<file path="src/rtl/hc595_rx_pkg.sv">
// Shared constants for the 74HC595 seven-segment bus: frame geometry and the
// active-low segment codes for hex digits 0..F (dp off), also used by the driver.
package hc595_rx_pkg;

    localparam int DATA_W_DEF = 14;
    localparam int SEG_W_DEF  = 8;
    localparam int SEL_W_DEF  = 6;

    localparam logic [7:0] SEG_0 = 8'hC0;
    localparam logic [7:0] SEG_1 = 8'hF9;
    localparam logic [7:0] SEG_2 = 8'hA4;
    localparam logic [7:0] SEG_3 = 8'hB0;
    localparam logic [7:0] SEG_4 = 8'h99;
    localparam logic [7:0] SEG_5 = 8'h92;
    localparam logic [7:0] SEG_6 = 8'h82;
    localparam logic [7:0] SEG_7 = 8'hF8;
    localparam logic [7:0] SEG_8 = 8'h80;
    localparam logic [7:0] SEG_9 = 8'h90;
    localparam logic [7:0] SEG_A = 8'h88;
    localparam logic [7:0] SEG_B = 8'h83;
    localparam logic [7:0] SEG_C = 8'hC6;
    localparam logic [7:0] SEG_D = 8'hA1;
    localparam logic [7:0] SEG_E = 8'h86;
    localparam logic [7:0] SEG_F = 8'h8E;

endpackage

</file>
<file path="src/rtl/hc595_rx_seg7_decode.sv">
// Combinational inverse of the segment table: active-low seg[6:0] back to a hex
// nibble, with valid low for any pattern that is not one of the 16 codes.
module seg7_decode
    import hc595_rx_pkg::*;
(
    input  logic [6:0] seg,
    output logic       valid,
    output logic [3:0] nibble
);

    always_comb begin
        // NOTE: defaults first so every path assigns both outputs and no latch is inferred.
        valid  = 1'b1;
        nibble = 4'h0;
        case (seg)
            SEG_0[6:0]: nibble = 4'h0;
            SEG_1[6:0]: nibble = 4'h1;
            SEG_2[6:0]: nibble = 4'h2;
            SEG_3[6:0]: nibble = 4'h3;
            SEG_4[6:0]: nibble = 4'h4;
            SEG_5[6:0]: nibble = 4'h5;
            SEG_6[6:0]: nibble = 4'h6;
            SEG_7[6:0]: nibble = 4'h7;
            SEG_8[6:0]: nibble = 4'h8;
            SEG_9[6:0]: nibble = 4'h9;
            SEG_A[6:0]: nibble = 4'hA;
            SEG_B[6:0]: nibble = 4'hB;
            SEG_C[6:0]: nibble = 4'hC;
            SEG_D[6:0]: nibble = 4'hD;
            SEG_E[6:0]: nibble = 4'hE;
            SEG_F[6:0]: nibble = 4'hF;
            default:    valid  = 1'b0;
        endcase
    end

endmodule

</file>
<file path="src/rtl/hc595_rx.sv">
// Receiver for the 74HC595 display bus: oversamples ds/shcp/stcp/oe, rebuilds each
// latched frame and decodes the segment pattern into per-digit hex and error flags.
module hc595_rx
    import hc595_rx_pkg::*;
#(
    parameter int DATA_W = DATA_W_DEF,
    parameter int SEG_W  = SEG_W_DEF,
    parameter int SEL_W  = SEL_W_DEF
) (
    input  logic                 sys_clk,
    input  logic                 sys_rst_n,
    input  logic                 ds,
    input  logic                 shcp,
    input  logic                 stcp,
    input  logic                 oe,
    output logic [DATA_W-1:0]    frame_data,
    output logic                 frame_valid,
    output logic                 frame_err,
    output logic                 sel_err,
    output logic [4*SEL_W-1:0]   digits,
    output logic [SEL_W-1:0]     dp,
    output logic [SEL_W-1:0]     digit_bad,
    output logic                 display_en
);

    localparam int CNT_W = $clog2(DATA_W + 2);

    logic [2:0]         shcp_sync;
    logic [2:0]         stcp_sync;
    logic [2:0]         ds_dly;
    logic               oe_sync;
    logic               shcp_rise;
    logic               stcp_rise;
    logic [DATA_W-1:0]  shift_reg;
    logic [CNT_W-1:0]   bit_cnt;
    logic [SEL_W-1:0]   sel_next;
    logic               sel_one_hot;
    logic               dec_valid;
    logic [3:0]         dec_nibble;

    // Two flops synchronise, the third gives edge detect; the edge pulse is then
    // registered so ds_dly[2] (the ds seen with the first shcp sample) lines up.
    always_ff @(posedge sys_clk or negedge sys_rst_n) begin
        if (!sys_rst_n) begin
            shcp_sync  <= '0;
            stcp_sync  <= '0;
            ds_dly     <= '0;
            oe_sync    <= 1'b0;
            shcp_rise  <= 1'b0;
            stcp_rise  <= 1'b0;
            display_en <= 1'b0;
        end else begin
            // NOTE: non-blocking everywhere in clocked logic so each stage sees the previous stage's old value.
            shcp_sync  <= {shcp_sync[1:0], shcp};
            stcp_sync  <= {stcp_sync[1:0], stcp};
            ds_dly     <= {ds_dly[1:0], ds};
            oe_sync    <= oe;
            shcp_rise  <= shcp_sync[1] & ~shcp_sync[2];
            stcp_rise  <= stcp_sync[1] & ~stcp_sync[2];
            display_en <= ~oe_sync;
        end
    end

    assign sel_next    = shift_reg[SEL_W-1:0];
    assign sel_one_hot = (sel_next != '0) && ((sel_next & (sel_next - SEL_W'(1))) == '0);

    // A coincident shift and latch: the latch takes the pre-shift value and the
    // new bit already counts toward the next frame.
    always_ff @(posedge sys_clk or negedge sys_rst_n) begin
        if (!sys_rst_n) begin
            shift_reg   <= '0;
            bit_cnt     <= '0;
            frame_data  <= '0;
            frame_valid <= 1'b0;
            frame_err   <= 1'b0;
            sel_err     <= 1'b0;
        end else begin
            if (shcp_rise) begin
                shift_reg <= {shift_reg[DATA_W-2:0], ds_dly[2]};
            end

            if (stcp_rise) begin
                frame_data  <= shift_reg;
                frame_valid <= 1'b1;
                frame_err   <= (bit_cnt != CNT_W'(DATA_W));
                sel_err     <= ~sel_one_hot;
                bit_cnt     <= shcp_rise ? CNT_W'(1) : '0;
            end else begin
                frame_valid <= 1'b0;
                frame_err   <= 1'b0;
                sel_err     <= 1'b0;
                if (shcp_rise && (bit_cnt != '1)) begin
                    bit_cnt <= bit_cnt + CNT_W'(1);
                end
            end
        end
    end

    seg7_decode u_decode (
        .seg    (frame_data[DATA_W-2 -: SEG_W-1]),
        .valid  (dec_valid),
        .nibble (dec_nibble)
    );

    // Digit registers follow the latched frame by one cycle; an unmatched
    // pattern flags the digit but keeps its previous nibble.
    always_ff @(posedge sys_clk or negedge sys_rst_n) begin
        if (!sys_rst_n) begin
            digits    <= '0;
            dp        <= '0;
            digit_bad <= '0;
        end else if (frame_valid && !sel_err) begin
            for (int i = 0; i < SEL_W; i++) begin
                if (frame_data[i]) begin
                    dp[i]        <= ~frame_data[DATA_W-1];
                    digit_bad[i] <= ~dec_valid;
                    if (dec_valid) begin
                        digits[4*i +: 4] <= dec_nibble;
                    end
                end
            end
        end
    end

endmodule

</file>
<file path="config.mk">
export PLATFORM = sky130hd
export DESIGN_NAME = hc595_rx
export DESIGN_NICKNAME = d
export VERILOG_FILES = /design/src/rtl/hc595_rx_pkg.sv /design/src/rtl/hc595_rx_seg7_decode.sv /design/src/rtl/hc595_rx.sv
export SDC_FILE = /design/constraint.sdc
export NUM_CORES = 1
export LEC_CHECK = 0
export ABC_AREA = 0
export BUFFER_PORTS_ARGS = -buffer_cell sky130_fd_sc_hd__buf_4
export CELL_PAD_IN_SITES_DETAIL_PLACEMENT = 1
export CELL_PAD_IN_SITES_GLOBAL_PLACEMENT = 1
export CORE_MARGIN = 2
export CORE_UTILIZATION = 49
export DETAILED_ROUTE_END_ITERATION = 16
export PLACE_DENSITY_LB_ADDON = 0.1
export SLEW_MARGIN = 20
export SYNTH_ARGS = -nofsm -noshare
export SYNTH_HDL_FRONTEND = slang
export SYNTH_HIERARCHICAL = 1
export SYNTH_SLANG_ARGS = --single-unit
</file>
<file path="constraint.sdc">
create_clock -name sys_clk -period 4 [get_ports sys_clk]
set_input_delay 1.2 -clock sys_clk [delete_from_list [all_inputs] [get_ports sys_clk]]
set_output_delay 1.2 -clock sys_clk [all_outputs]
set_load 0.005 [all_outputs]
</file>
Yosys cells after proc, flatten, opt, wreduce, memory -nomap -nowiden. Index checks and enable logic that the tools add are counted.

Bits in registers: 84. Bits of input ports: 6. Output and inout port bits: 54. Logic and storage cells: 88.

$add $sub $neg: 2. Equality and inequality tests: 17. Multiplexer cells: 8. Bitwise gates (word level): 9. Reductions and logical operators: 21.

Operators with widths (count): $pmux W4 S15 (1); $eq A7 B7 Y1 const B (4); $eq A7 B5 Y1 const B (3); $eq A7 B6 Y1 const B (3); $reduce_and A3 Y1 (6); $reduce_or A16 Y1 (1); $eq A7 B2 Y1 const B (2); $eq A7 B4 Y1 const B (2); $reduce_and A2 Y1 (6); $mux W4 (2); $ne A4 B4 Y1 const B (2); $eq A7 B3 Y1 const B (1); $logic_not A7 Y1 (1); $and A6 B6 Y6 (1); $logic_not A6 Y1 (1); $not A1 Y1 (6); $reduce_bool A6 Y1 (1); $sub A6 B1 Y6 const B (1); $mux W1 (5); $add A4 B1 Y4 const B (1); $logic_and A1 B1 Y1 (3); $and A1 B1 Y1 (2); $reduce_bool A2 Y1 (1); $logic_not A1 Y1 (1).

Longest topological paths before layout.
Depth after elaboration: 6. Depth in mapped cells: 9.

Hierarchy. Netlist, hierarchy kept.

By module, submodules not included: hc595_rx (instances 1, cells an instance 211, area an instance 3225.6 um^2); seg7_decode (instances 1, cells an instance 56, area an instance 364.1 um^2).

Worst setup path after synthesis. OpenSTA, ideal clock, no wires.

Path kind: flip-flop to flip-flop. Start point: reg frame_data[9]. End point: reg digits[10]. Setup time: 0.125 ns. Data arrival time: 2.164 ns. Required time: 3.875 ns. Setup slack: 1.711 ns. Stages on the path, launching flop included: 10. Period minus slack after synthesis: 2.289 ns. Cells stage by stage: dfrtp_1 > buf_4 > nor3b_2 > o21ai_1 > o31ai_1 > a31oi_1 > o211ai_1 > and3b_4 > nand2_4 > mux2_4.

Longest elaborated chain between the ends: 4.

Ends and longest elaborated chain: start: declaration (line hc595_rx.sv:16) `output logic [DATA_W-1:0] frame_data,`; start signal: assignment (line hc595_rx.sv:83) `frame_data <= shift_reg;`; $eq A7 B7 Y1 (tied with other cells) (line hc595_rx_seg7_decode.sv:15) `case (seg)`; $reduce_or A16 Y1 (no line) *; $mux W1 * (line hc595_rx_seg7_decode.sv:15); named net dec_valid (line hc595_rx.sv:38) `logic dec_valid;`; $reduce_and A3 Y1 (no line) *; end signal: indexed assignment (line hc595_rx.sv:118) `digits[4*i +: 4] <= dec_nibble;`; end: declaration (line hc595_rx.sv:20) `output logic [4*SEL_W-1:0] digits,`.

Mark *: on every way through the listed nets, which the timed path passes. The rest lies on a longest branch. A chain may end at the register's enable or synchronous reset.

Worst setup path after layout.
Start point: reg frame_data[8]. End point: reg digits[17].

The elaborated chain is that of the path after synthesis.

==> results.json <==
{
  "reg2reg_from": "frame_data[8]",
  "synth_flop_cell": "dfrtp_1",
  "clock.fmax_mhz": 355,
  "power.total_mw": 3.18,
  "yosys.area.top_type": "dfrtp_1",
  "htree_levels": 3,
  "yosys-top-cells-count": "84 x dfrtp_1, 31 x mux2_2, 21 x o21ai_0",
  "avgRoutedWirePerCell_um": 17.8,
  "drc_errors": 0,
  "setup.worst_path.start_class": "flop",
  "post-route-period-util_pct": 70.5,
  "yosys.area.top_type_share_pct": 58.6,
  "ys_warn_count": 6,
  "r2r.worst_path.cells": 8,
  "numClockSinks": 84,
  "peakVddDrop_v": 0.000353,
  "critical-path-slowest-cell": "dfrtp_1",
  "top_level_ports": 60,
  "drive_gt1_share_pct": 40.9,
  "power_leakage_nw": 2.10,
  "drv_slew": 0,
  "crit_path_cell_trace": "nor2b_1, o21ai_1, o31ai_1, a31oi_1, o211ai_1, and3b_4, nand2_4, mux2_4",
  "grt_max_degree": 85,
  "dpl_worst_slack_ns": 1.19,
  "critPathLaunch": "frame_data[8]",
  "hp-start": "shcp_sync[0]",
  "fin_ws_ns": 1.18,
  "nets": 333,
  "grt_pass1_wl_um": 12500,
  "status": "finished, final reports clean",
  "die_x_um": 89.6,
  "grt_pass1_vias": 2406,
  "cts_root_buf": "clkbuf_8",
  "routed_wirelength_um": 7620,
  "setup_viol": 0,
  "drt_pass1_iterations": 4,
  "placed_cell_area_um2": 4070,
  "ant_nets": 0,
  "synth_seq_cells": 84,
  "syn_area_um2": 3590,
  "cts_buffer_depth": 2,
  "post-route-min-period_ns": 2.82,
  "path_buf_inv": 0,
  "slew_headroom_pct": 39.9,
  "drt_first_iter_violations": 82,
  "reg2reg_to": "digits[17]",
  "core_area_um2": 7180,
  "clk_pin_slew_ns": 0.09,
  "async_flop_share_pct": 100,
  "critPathMaxFanout": 13,
  "initial_core_util_pct": 50.0,
  "synth-edff-count": 0,
  "die_area_um2": 8030,
  "yosysSeqAreaShare_pct": 58.6,
  "hold_viol": 0,
  "critical-path-top-delay-family": "compound AO/OA/AOI/OAI gates",
  "hold_ws_ns": 0.363,
  "place_congestion": 0.759,
  "fin_tns_setup_ns": 0,
  "cts-hold-fix-buffers": 0,
  "worstSkewPairLatency_ns": 0.35,
  "cts_inserted_buffers": 9,
  "crit_arrival_ns": 3.05,
  "dp_hpwl_um": 5270,
  "cp-endpoint": "digits[17]",
  "max_stage_delay_ns": 0.60,
  "antenna_found_initial": 0,
  "critPathCaptureType": "flop",
  "grt_use_total_pct": 20.7,
  "diodes": 0,
  "grt_setup_unrepaired": "no",
  "maxCapViolations": 0,
  "fp.dieH_um": 89.6,
  "largest_reg_flops": 24,
  "route.vias.total": 2354,
  "cts_setup_buffers": 0,
  "syn-num-nets": 275,
  "via_per_inst": 5.49,
  "cts_tree": "done",
  "worst_slew_pin_slew_ns": 0.892,
  "worstHoldPathType": "reg -> reg",
  "synth_most_common_cell": "dfrtp_1",
  "ys_types": 43,
  "reg2reg_slack_ns": 1.18,
  "cts_resized": 0,
  "rows": 31,
  "syn_avg_cell_area_um2": 13.4,
  "criticalPathCategory": "reg -> reg",
  "crit_required_ns": 4.23,
  "powerDensity_nw_per_um2": 741,
  "grt-ovfl-total": 0,
  "synth_area_leaders": "dfrtp_1 59%, mux2_2 9.7%, mux2_4 8.4%",
  "synthCells": 267,
  "port_buffers": 59,
  "path_depth": 8,
  "design_area_um2": 4290,
  "syn2layout_area_growth_pct": 19.6,
  "skew_ns": 0.0107
}
-- area by class of cell --
| cell class | count | area [um2] |
|---|---|---|
| Fill cell | 735 | 2880 |
| Sequential cell | 84 | 2100 |
| Multi-Input combinational cell | 164 | 1370 |
| Timing Repair Buffer | 59 | 447 |
| Clock buffer | 9 | 124 |
| Tap cell | 99 | 124 |
| Clock inverter | 7 | 98.8 |
| Inverter | 7 | 26.3 |
-- stage by stage --
step                      cells  utilization, %
after CTS                   429            59.8
after global routing        429            59.8
final                       429            59.8
after floorplan             267               -
after detailed placement    413            56.7
after global placement      413            56.7
-- power by group --
part           total, mW  switching, mW  internal [mW]
sequential          1.47          0.354           1.12
clock              0.673          0.316          0.357
combinational       1.04          0.435          0.603
total               3.18           1.10           2.08
-- metal layers --
| metal | vias up | share of wire, % | global-route usage [%] |
|---|---|---|---|
| met4 | 0 | 1.4 | 7.33 |
| li1 | 1072 | - | - |
| met5 | - | 0 | 0 |
| met3 | 11 | 3.6 | 3.47 |
| met1 | 1221 | 45 | 27.7 |
| met2 | 50 | 50 | 34.4 |
-- kinds of logic after synthesis --
group | count (synthesis) | synth area share (%)
AOI/OAI and AO/OA | 44 | 7.32
xor gates and xnor gates | 2 | 0.488
adders and majority gates | 2 | 0.697
buffers and inverters | 19 | 3.28
DFF | 84 | 58.6
muxes | 52 | 18.4
and+or+nand+nor | 64 | 11.3
-- worst min-delay path by stage --
stage | depth (start not counted) | slack, ns | end
floorplan | 0 | 0.33 | ds_dly[1]
global placement | 0 | 0.33 | shcp_sync[1]
finish | 0 | 0.36 | shcp_sync[1]
global route | 0 | 0.37 | shcp_sync[1]
CTS | 0 | 0.37 | shcp_sync[1]
detailed placement | 0 | 0.34 | shcp_sync[1]
-- layout by cell type (no fill, tap or decap), drive strengths merged, types with 3 or more instances in the layout --
| cell type | Yosys | routed |
|---|---|---|
| a21oi | 5 | 5 |
| a31oi | 3 | 3 |
| buf | 10 | 59 |
| clkbuf | 2 | 9 |
| clkinv | 0 | 3 |
| dfrtp | 84 | 84 |
| inv | 7 | 9 |
| mux2 | 51 | 51 |
| nand2 | 20 | 20 |
| nand3 | 3 | 3 |
| nand3b | 6 | 6 |
| nand4 | 4 | 4 |
| nor2 | 6 | 6 |
| nor2b | 5 | 5 |
| nor3 | 4 | 4 |
| o211ai | 4 | 4 |
| o21ai | 24 | 24 |
| or3 | 4 | 4 |
No activity file was read; power rests on OpenSTA's default activity.
